File: src/rtl/video_timing_ctrl.sv
// Raster timing generator and pixel-source scheduler for the HDMI pipeline.
// Counters feed a one-cycle registered stage driving the TMDS encoder VD/VDE/CD inputs.
module video_timing_ctrl #(
  parameter int          H_ACTIVE = 640,
  parameter int          H_FP     = 16,
  parameter int          H_SYNC   = 96,
  parameter int          H_BP     = 48,
  parameter int          V_ACTIVE = 480,
  parameter int          V_FP     = 10,
  parameter int          V_SYNC   = 2,
  parameter int          V_BP     = 33,
  parameter bit          HS_POL   = 1'b1,
  parameter bit          VS_POL   = 1'b1,
  parameter logic [23:0] UF_COLOR = 24'hFF00FF
) (
  input  logic        clk,
  input  logic        rst,
  input  logic        en,
  input  logic        pix_valid,
  input  logic [23:0] pix_data,
  output logic        pix_ready,
  output logic [7:0]  red,
  output logic [7:0]  green,
  output logic [7:0]  blue,
  output logic        vde,
  output logic        hsync,
  output logic        vsync,
  output logic        frame_start,
  output logic [10:0] cx,
  output logic [10:0] cy,
  output logic        busy,
  output logic        underflow,
  input  logic        uf_clr
);

  localparam int H_TOTAL = H_ACTIVE + H_FP + H_SYNC + H_BP;
  localparam int V_TOTAL = V_ACTIVE + V_FP + V_SYNC + V_BP;

  localparam logic [10:0] H_LAST = 11'(H_TOTAL - 1);
  localparam logic [10:0] V_LAST = 11'(V_TOTAL - 1);
  localparam logic [11:0] H_ACT  = 12'(H_ACTIVE);
  localparam logic [11:0] H_SS   = 12'(H_ACTIVE + H_FP);
  localparam logic [11:0] H_SE   = 12'(H_ACTIVE + H_FP + H_SYNC);
  localparam logic [11:0] V_ACT  = 12'(V_ACTIVE);
  localparam logic [11:0] V_SS   = 12'(V_ACTIVE + V_FP);
  localparam logic [11:0] V_SE   = 12'(V_ACTIVE + V_FP + V_SYNC);

  typedef enum logic [1:0] {IDLE, RUN, STOP} state_t;

  state_t      state;
  logic        active;
  logic        hs_raw;
  logic        vs_raw;
  logic        h_end;
  logic        v_end;
  logic [23:0] rgb_next;
  logic [11:0] cx_w;
  logic [11:0] cy_w;

  always_comb begin
    busy     = (state != IDLE);
    cx_w     = {1'b0, cx};
    cy_w     = {1'b0, cy};
    active   = busy && (cx_w < H_ACT) && (cy_w < V_ACT);
    hs_raw   = busy && (cx_w >= H_SS) && (cx_w < H_SE);
    vs_raw   = busy && (cy_w >= V_SS) && (cy_w < V_SE);
    h_end    = (cx == H_LAST);
    v_end    = (cy == V_LAST);
    rgb_next = '0;
    if (active) rgb_next = pix_valid ? pix_data : UF_COLOR;
  end

  assign pix_ready = active;

  always_ff @(posedge clk) begin
    if (rst) begin
      state       <= IDLE;
      cx          <= '0;
      cy          <= '0;
      vde         <= 1'b0;
      red         <= '0;
      green       <= '0;
      blue        <= '0;
      hsync       <= ~HS_POL;
      vsync       <= ~VS_POL;
      frame_start <= 1'b0;
      underflow   <= 1'b0;
    end else begin
      case (state)
        IDLE: if (en) state <= RUN;
        RUN:  if (!en) state <= STOP;
        // A re-raised en on the last pixel keeps running so the frame period has no gap.
        STOP: begin
          if (en)                 state <= RUN;
          else if (h_end && v_end) state <= IDLE;
        end
        default: state <= IDLE;
      endcase

      // Counters wrap to 0 at frame end, which is also the IDLE entry value.
      if (busy) begin
        if (h_end) begin
          cx <= '0;
          cy <= v_end ? '0 : cy + 11'd1;
        end else begin
          cx <= cx + 11'd1;
        end
      end

      vde         <= active;
      red         <= rgb_next[23:16];
      green       <= rgb_next[15:8];
      blue        <= rgb_next[7:0];
      hsync       <= hs_raw ? HS_POL : ~HS_POL;
      vsync       <= vs_raw ? VS_POL : ~VS_POL;
      frame_start <= active && (cx == '0) && (cy == '0);
      underflow   <= (active && !pix_valid) || (underflow && !uf_clr);
    end
  end

endmodule

File: config.mk
export PLATFORM = sky130hd
export DESIGN_NAME = video_timing_ctrl
export DESIGN_NICKNAME = d
export VERILOG_FILES = /design/src/rtl/video_timing_ctrl.sv
export SDC_FILE = /design/constraint.sdc
export NUM_CORES = 1
export LEC_CHECK = 0
export CORE_MARGIN = 3
export CORE_UTILIZATION = 44
export DETAILED_ROUTE_END_ITERATION = 7
export PLACE_DENSITY_LB_ADDON = 0.25
export SLEW_MARGIN = 20
export SYNTH_ARGS = -nofsm -noshare
export SYNTH_HDL_FRONTEND = slang
export SYNTH_SLANG_ARGS = --single-unit
File: constraint.sdc
create_clock -name clk -period 1.9 [get_ports clk]
set_input_delay 0.38 -clock clk [delete_from_list [all_inputs] [get_ports clk]]
set_output_delay 0.38 -clock clk [all_outputs]
set_load 0.005 [all_outputs]
-- After elaboration in Yosys (flattened, before gate mapping)
Index checks and enable logic that the tools add are counted.
- register bits: 53
- input bits: 29
- word-level logic and storage cells: 60
- add/sub/neg operators: 2
- magnitude comparators: 6
- eq/ne operators: 7
- mux-type cells: 10
- bitwise logic cells: 2
- reduce and logical (&&, ||, !) cells: 22
- operators with widths (cell ; number):
    2-to-1 mux 24 bit ; 1
    adder 11 x 1 -> 11 bit (second input constant) ; 2
    == test 11 x 10 -> 1 bit (second input constant) ; 2
    logical NOT 11 bit ; 2
    < comparator 11 x 10 -> 1 bit (second input constant) ; 2
    < comparator 11 x 9 -> 1 bit (second input constant) ; 2
    2-to-1 mux 11 bit ; 2
    greater-or-equal comparator 11 x 10 -> 1 bit (second input constant) ; 1
    greater-or-equal comparator 11 x 9 -> 1 bit (second input constant) ; 1
    logical AND 1 bit ; 11
    2-to-1 mux 2 bit ; 4
    case mux 2 bit (3 select lines) ; 1
    inequality test 2 bit (second input constant) ; 2
    inequality test 3 bit (second input constant) ; 1
    AND reduction 3 bit ; 1
    OR reduction 3 bit ; 1
    == test 2 x 1 -> 1 bit (second input constant) ; 1
    == test 2 bit (second input constant) ; 1
    logical NOT 1 bit ; 2
    logical NOT 2 bit ; 1
    2-to-1 mux 1 bit ; 2
    inverter 1 bit ; 2
    AND reduction 2 bit ; 1
    nonzero test 2 bit ; 1
    other kinds (2) ; 2

-- Logic depth before layout (Yosys ltp)
- word-level depth: 5
- gate-level depth with buffers: 7
- depth with buffers taken out: 6

-- Least setup slack after synthesis
OpenSTA, ideal clock, no wires.
- path kind: reg2reg
- from: register cx[1]
- to: register cy[10]
- setup time: 0.066 ns
- arrival time: 1.690 ns
- data required time: 1.834 ns
- slack: 0.144 ns
- cell stages (with the launch flop): 6
- clock period less this slack: 1.756 ns
- cells stage by stage: dfxtp_1 -> ha_1 -> o2111a_2 -> nand4_2 -> or4_4 -> a21oi_2
- word-level cells in the longest chain between the ends: 2
- ends and longest elaborated chain (what ; line ; RTL):
    start: declaration ; 29 ; output logic [10:0] cx,
    start signal: assignment ; 106 ; cx <= cx + 11'd1;
    == test 11 x 10 -> 1 bit ; 67 ; h_end = (cx == H_LAST);
    AND reduction 2 bit (no line) ; - ;
    end signal: assignment ; 104 ; cy <= v_end ? '0 : cy + 11'd1;
    end: declaration ; 30 ; output logic [10:0] cy,
Every way passes these cells.
A chain may end at the register's enable or synchronous reset.

-- Worst setup path after layout
- from: register cy[8]
- to: output pix_ready
- word-level cells in the longest chain between the ends: 2
- ends and longest elaborated chain (what ; line ; RTL):
    < comparator 11 x 9 -> 1 bit ; 64 ; active = busy && (cx_w < H_ACT) && (cy_w < V_ACT);
    logical AND 1 bit ; 64 ;
    end: declaration ; 21 ; output logic pix_ready,
Every way passes these cells.

==> impl_results.md <==
* CP max stage delay at 0.43 ns
* # DRC at 0
* Antenna cells at 0
* Mapped Area at 2190 um2
* Fmax at 0.547 GHz
* Reg2Reg Setup Slack at 0.10 ns
* IO Port Bufs at 81
* Hold Buf Count CTS at 0
* DRT Pass-1 Iters at 4
* HP Start: underflow$_SDFF_PP0_
* Simple-gate share of the synthesized area at 24.8%
* Synth Area in Compound Gates at 11.3%
* Vias per inst at 5.27
* Max Slew Vio Count at 0
* Post-synth EDFFs at 0
* Root Driver: clkbuf_8
* Mean Syn Cell Area at 8.81 um2
* Clock-pin slew on the worst setup and hold paths at 0.09 ns
* Initial DRC Count at 75
* Max-cap violations at 0
* Tcrit/Tclk final at ~96%
* Die Area at 5870 um2
* Slowest-stage cell, CP: dfxtp_1
* # rows at 25
* Total power at ~2.1 mW
* Final WL at roughly 5.8 mm
* Syn-to-layout area delta at 51.8%
* Startpoint types: flip-flop
* Post-DP HPWL at ~4.5 mm
* Number of post-CTS setup repair buffers at 0
* Yosys warning total at 0
* Adder-cell share of the synthesized area at 2.28%
* CTS sink count at between 50 and 60
* Core Region at 4790 um2
* Fin cells at 412
* Vias in the first global route at 2013
* First-pass GRT wire length at 10.0 mm
* VDD IR max at a little over 0.4 mV
* Skew-Pair Late Insertion Delay at 0.30 ns
* Num ports at 82
* Antenna Nets Post-Route at 0
* Final Hold Fails at 0
* Crit-path cells: nand4_1, nand3_1, nor2_1, dlygate4sd2_1
* CTS H-tree depth at 2
* Synth Flop Type: dfxtp_1
* Worst-margin pin slew at 0.422 ns
* Share of flip-flops with an asynchronous set or reset at 0%
* HP Class: flip-flop to flip-flop
* Largest family of logic cells by synthesized area: simple AND/OR/NAND/NOR gates
* Dpl cells at 404
* Status: complete, no violations
* Critical path type: flip-flop to output port
* Top-area cell type share of the netlist area at about half
* Sequential area share after synthesis at 48.3%
* Ratio of cells with drive above 1 in the final layout at 13.6%
* Post-Syn Instances at 249
* Largest net degree at the start of global routing at 25
* Slew margin rel. at between 70% and 80%
* Syn Nets at 282
* GRT overflow at 0
* Worst endpoint required time at 1.52 ns
* CTS buffer count at 5
* Worst EP arrival at around 1.5 ns
* Synth area leaders: dfxtp_1 48%, a21oi_1 5.5%, inv_1 4.6%
* CTS tree: built
* Fin Clk Skew at 0.00707 ns
* Most area-hungry cell type in the Yosys netlist: dfxtp_1
* FILL cells at 390
* Xor and xnor area share after synthesis at 5.19%
* Initial Util at 45.9%
* Die H at 76.6 um
* Synth unique cells at 44
* Final setup vio count at 0
* Worst r2r src: cy[1]$_SDFFE_PP0P_
* Hold Path Stages at 2
* GP Congestion at between 0.9 and 1
* Die width at ~77 um
* Crit end category: output port
* Gr usage total at 21.2%
* Clock Path Buffers at 2
* Worst R2R Path Depth at 7
* Initial antenna violation count at 0
* DR vias at 2171
* Mux cell area share after synthesis at 0%
* Number of synthesized register bits at 53
* Pwr Density at roughly 630 nW/um2
* Final net count at 377
* Max FO, Critical Path at 6
* Final min period at 1.83 ns
* Worst R2R End: cy[1]$_SDFFE_PP0P_
* Hold EP: underflow$_SDFF_PP0_
* Routed wire length per instance at 14.1 um
* Leakage power at 1.30 nW
[metrics by stage]
stage	utilization [%]	TNS, ns	setup WS (ns)	hold WS, ns	area, um2
2_1_floorplan	-	0	0.144	0.458	2190
3_3_place_gp	66.7	0	0.140	0.462	3190
3_5_place_dp	66.7	0	0.0651	0.469	3190
4_1_cts	69.3	0	0.0173	0.482	3310
5_1_grt	69.6	-0.0000855	-0.0000855	0.500	3330
6_report	69.6	0	0.0723	0.479	3330
[registers in the layout, indices dropped and copies added (netlist names)]
name,count
vsync,1
cx,11
frame_start,1
underflow,1
cy,11
state,2
vde,1
green,8
red,8
hsync,1
blue,8
[worst max-delay path, delay by kind of cell (launching register included)]
| family | cells | cell delay, ns |
|---|---|---|
| simple gates | 3 | 0.45 |
| flops | 1 | 0.43 |
| buf+inv | 1 | 0.27 |
[worst max path at each step]
| stage | startpoint | end | slack, ns |
|---|---|---|---|
| detailed placement | cx[0]$_SDFFE_PP0P_ | cy[10]$_SDFFE_PP0P_ | 0.07 |
| global placement | cx[0]$_SDFFE_PP0P_ | cy[10]$_SDFFE_PP0P_ | 0.14 |
| CTS | state[0]$_SDFFE_PP0P_ | busy | 0.02 |
| finish | cy[8]$_SDFFE_PP0P_ | pix_ready | 0.07 |
| global route | cy[8]$_SDFFE_PP0P_ | pix_ready | -0.00009 |
| floorplan | cx[1]$_SDFFE_PP0P_ | cy[10]$_SDFFE_PP0P_ | 0.14 |
[per-layer routing]
| metal | up-vias | part of all wire [%] | GRT usage (%) |
|---|---|---|---|
| met5 | - | 0 | 0 |
| met4 | 0 | 1.8 | 5.98 |
| met3 | 11 | 6.6 | 5.44 |
| met2 | 98 | 46 | 34.0 |
| met1 | 1013 | 46 | 28.1 |
| li1 | 1049 | - | - |
[final cells by class]
type | count | area [um2] | area share (%)
Tap cell | 67 | 83.8 | 2.52
Clock buffer | 6 | 72.6 | 2.18
Multi-Input combinational cell | 153 | 975 | 29.3
Inverter | 28 | 105 | 3.15
Clock inverter | 2 | 38.8 | 1.16
Sequential cell | 53 | 1070 | 32.1
Timing Repair Buffer | 103 | 987 | 29.6
[report_power, final]
part | leakage (nW) | switching, mW | total [mW] | internal (mW)
clock | 0.0554 | 0.349 | 0.744 | 0.395
sequential | 0.434 | 0.0148 | 1.15 | 1.14
combinational | 0.815 | 0.0795 | 0.216 | 0.137
[cells in the mapped netlist (4+ instances only)]
library cell	count
dfxtp_1	53
inv_1	27
a21oi_1	24
nor2_1	19
nor3_1	11
and3_1	10
nand2_1	10
nand3_1	10
xnor2_1	9
nand4_1	8
buf_2	6
clkbuf_1	6
nor4_1	5
ha_1	4
xor2_1	4
[repair_timing]
action / in CTS / in global routing
resized for setup: 8 / 4
pin swaps: 1 / 1
setup endpoints to repair: 2 / 5
[cell usage in the layout, fill, tap and decap left out, drive strengths merged, types with 10 or more instances in the layout]
master / synthesis / routed
clkdlybuf4s50: 0 / 80
dfxtp: 53 / 53
inv: 28 / 28
a21oi: 25 / 25
buf: 8 / 22
nor2: 19 / 19
nor3: 12 / 12
nand3: 10 / 10
and3: 10 / 10
nand2: 10 / 10
[logic make-up (layout without fill, tap and decap cells)]
kind of cell | Yosys count | in the layout
AOI/OAI and AO/OA | 41 | 41
xor gates and xnor gates | 13 | 13
adders and majority gates | 4 | 4
buffers and inverters | 43 | 139
DFF | 53 | 53
and+or+nand+nor | 95 | 95
Power figures use the tool's default switching activity.
==> edit, RTL diff (config.mk and constraints unchanged) <==
Re-encode `state_t` (3 states) as one-hot, 3 bits wide.
--- a/src/rtl/video_timing_ctrl.sv
+++ b/src/rtl/video_timing_ctrl.sv
@@ -46,5 +46,5 @@
   localparam logic [11:0] V_SE   = 12'(V_ACTIVE + V_FP + V_SYNC);
 
-  typedef enum logic [1:0] {IDLE, RUN, STOP} state_t;
+  typedef enum logic [2:0] {IDLE = 3'b001, RUN = 3'b010, STOP = 3'b100} state_t;
 
   state_t      state;
Function: same outputs for any inputs over 10 cycles, from zero or initial values and one cycle with rst high; not proved beyond that.
==> edit against the unedited design <==
  * Combinational power rose by 42%
  * Setup slack improved by 0.0075 ns
  * Utilization is 1.5 points higher
  * Synthesized area rose by 2.5%
  * Sequential cell count up 1
  * Sequential share of layout area decreased by 0.32 points
  * Critical path depth down 2
  * Wire length is 2.8% higher
  * Via count decreased by 0.18%
  * Clock power is essentially flat
  * Worst hold slack worse by 0.0087 ns
  * Final area up 2.9%
  * Total power rose by 5.9%
  * Critical endpoint is now cy[2]
==> edit: results (changes against the unedited design) <==
[status] outcome completed
[yosys] number of different library cells in the post-synthesis netlist 40 [-9.1%]
[setup_path] worst reg2reg setup slack 0.15 ns [+0.05 ns]
[place] Port Buffer Count 81 [unchanged]
[grt] vias in the first global route 2048 [+1.7%]
[finish] Filler cells 389 [-0.26%]
[drt] average wire per standard cell 14.4 um [+1.6%]
[drt] total via count in the routed design 2167 [-0.18%]
[yosys] synthesized netlist net count 283 [+0.35%]
[place] Cell Area, Placed 0.00325 mm^2 [+1.7%]
[place] Final HPWL DP 4400 um [-1.2%]
[finish] ratio of cells with drive above 1 in the final layout 15.1% [+1.5 points]
[yosys] top cell types by occurrence after synthesis sky130_fd_sc_hd__dfxtp_1, sky130_fd_sc_hd__a21oi_1, sky130_fd_sc_hd__inv_1, sky130_fd_sc_hd__nand2_1, sky130_fd_sc_hd__nor2_1
[yosys] sequential share of the synthesized area 48.1% [-0.29 points]
[clock_tree] CTS buffer count 5 [unchanged]
[finish] largest registers ranked by flip-flop count cx x11, cy x11
[drt] number of search-and-repair iterations in the first detailed-routing pass 4 [unchanged]
[clock_tree] library cell used as clock root buffer sky130_fd_sc_hd__clkbuf_8
[grt] global-route wire length before repair 9710 um [-3.0%]
[clock_tree] latest clock arrival within the worst-skew pair 0.31 ns
[hold_path] kind of path behind the tightest hold check reg2reg
[clock_tree] maximum level of the CTS H-tree 2 [unchanged]
[yosys] total number of yosys warnings 0 [unchanged]
[yosys] top cells by area in the synthesized netlist sky130_fd_sc_hd__dfxtp_1, sky130_fd_sc_hd__a21oi_1, sky130_fd_sc_hd__inv_1
[clock_tree] clock slew seen by the registers of the worst setup and hold paths 0.09 ns [about the same]
[setup_path] Crit Path Max Fanout 5 [-1]
[power_and_ir_drop] Leakage Power 1.36 nW [+4.1%]
[clock_tree] count of cells resized by post-cts repair 11 [+3]
[drt] number of DRC violations after detailed-routing iteration 0 60 [-20%]
[sta] post-route fraction of the period consumed by the critical path 95.8% [-0.40 points]
[place] GPL Wtd Cong 0.863 [-10%]
[clock_tree] CTS Buffer Depth 2 [unchanged]
[clock_tree] Post-CTS Repair Setup Buffers 1 [+1]
[yosys] share of async-settable or async-resettable flops after synthesis 0% [unchanged]
[sta] Worst Clk Skew 0.00986 ns [+0.00280 ns]
[power_and_ir_drop] maximum ir drop on the vdd rail 0.311 mV [-25%]
[sta] worst hold slack 0.471 ns [-0.00874 ns]
[grt] pin count of the biggest net entering global routing 19 [-24%]
[finish] # diodes 0 [unchanged]
[setup_path] Worst EP arrival 1.44 ns
[grt] antenna violations before repair 0 [unchanged]
[finish] post-layout net count 382 [+1.3%]
[grt] global-route usage over all layers 20.2% [-0.96 points]
[place] worst slack at placement 0.0185 ns [-0.0466 ns]
[sta] worst slew pin tran 0.438 ns [+0.0160 ns]
edit: logic make-up (layout without fill, tap and decap cells):
kind of cell	count (synthesis)	after routing	share of synthesized area, %
compound gates	48	48	12.5
xor+xnor	10	10	3.89
fa+ha+maj	4	4	2.22
buf+inv	38	138	6.84
flops	54	54	48.1
simple gates	96	96	26.5
edit: final timing paths:
check,startpoint,to,cells past startpoint
setup / recovery,cy[2],cy[2],2
hold / removal,state[0],state[2],1
hold reg to reg,state[0],state[2],1
setup reg to reg,cx[6],cy[5],4
edit: critical path: stages, from the launching register on:
cell and delay (ns):
sky130_fd_sc_hd__dfxtp_1 0.46, sky130_fd_sc_hd__buf_4 0.18, sky130_fd_sc_hd__clkdlybuf4s50_1 0.50
edit: final cells by class:
type | instances | area share, %
Tap cell | 67 | 2.45
Clock buffer | 5 | 2.01
Multi-Input combinational cell | 158 | 30.9
Clock inverter | 3 | 1.17
Timing Repair Buffer | 105 | 29.0
Sequential cell | 54 | 31.8
Inverter | 25 | 2.74
edit: metal layers:
metal	track usage (%)	share of wire, %	routed length (um)
met4	6.23	0.38	23
met5	0	0	0
met1	24.9	45	2670
met2	34.2	48	2880
met3	5.57	6.9	412
edit: report_power, final:
| group | internal [mW] | switching [mW] | total, mW | leakage, nW |
|---|---|---|---|---|
| Sequential | 1.17 | 0.0175 | 1.19 | 0.441 |
| Combinational | 0.183 | 0.123 | 0.306 | 0.859 |
| Clock | 0.388 | 0.355 | 0.743 | 0.0579 |
edit: stage by stage:
step	total power [mW]	std cells	utilization [%]	setup TNS (ns)
finish	2.24	417	71.2	0
global route	2.35	417	71.2	-0.00632
CTS	2.26	416	70.3	-0.00773
detailed placement	1.51	407	67.5	0
global placement	1.50	407	67.5	0
floorplan	1.32	250	-	0
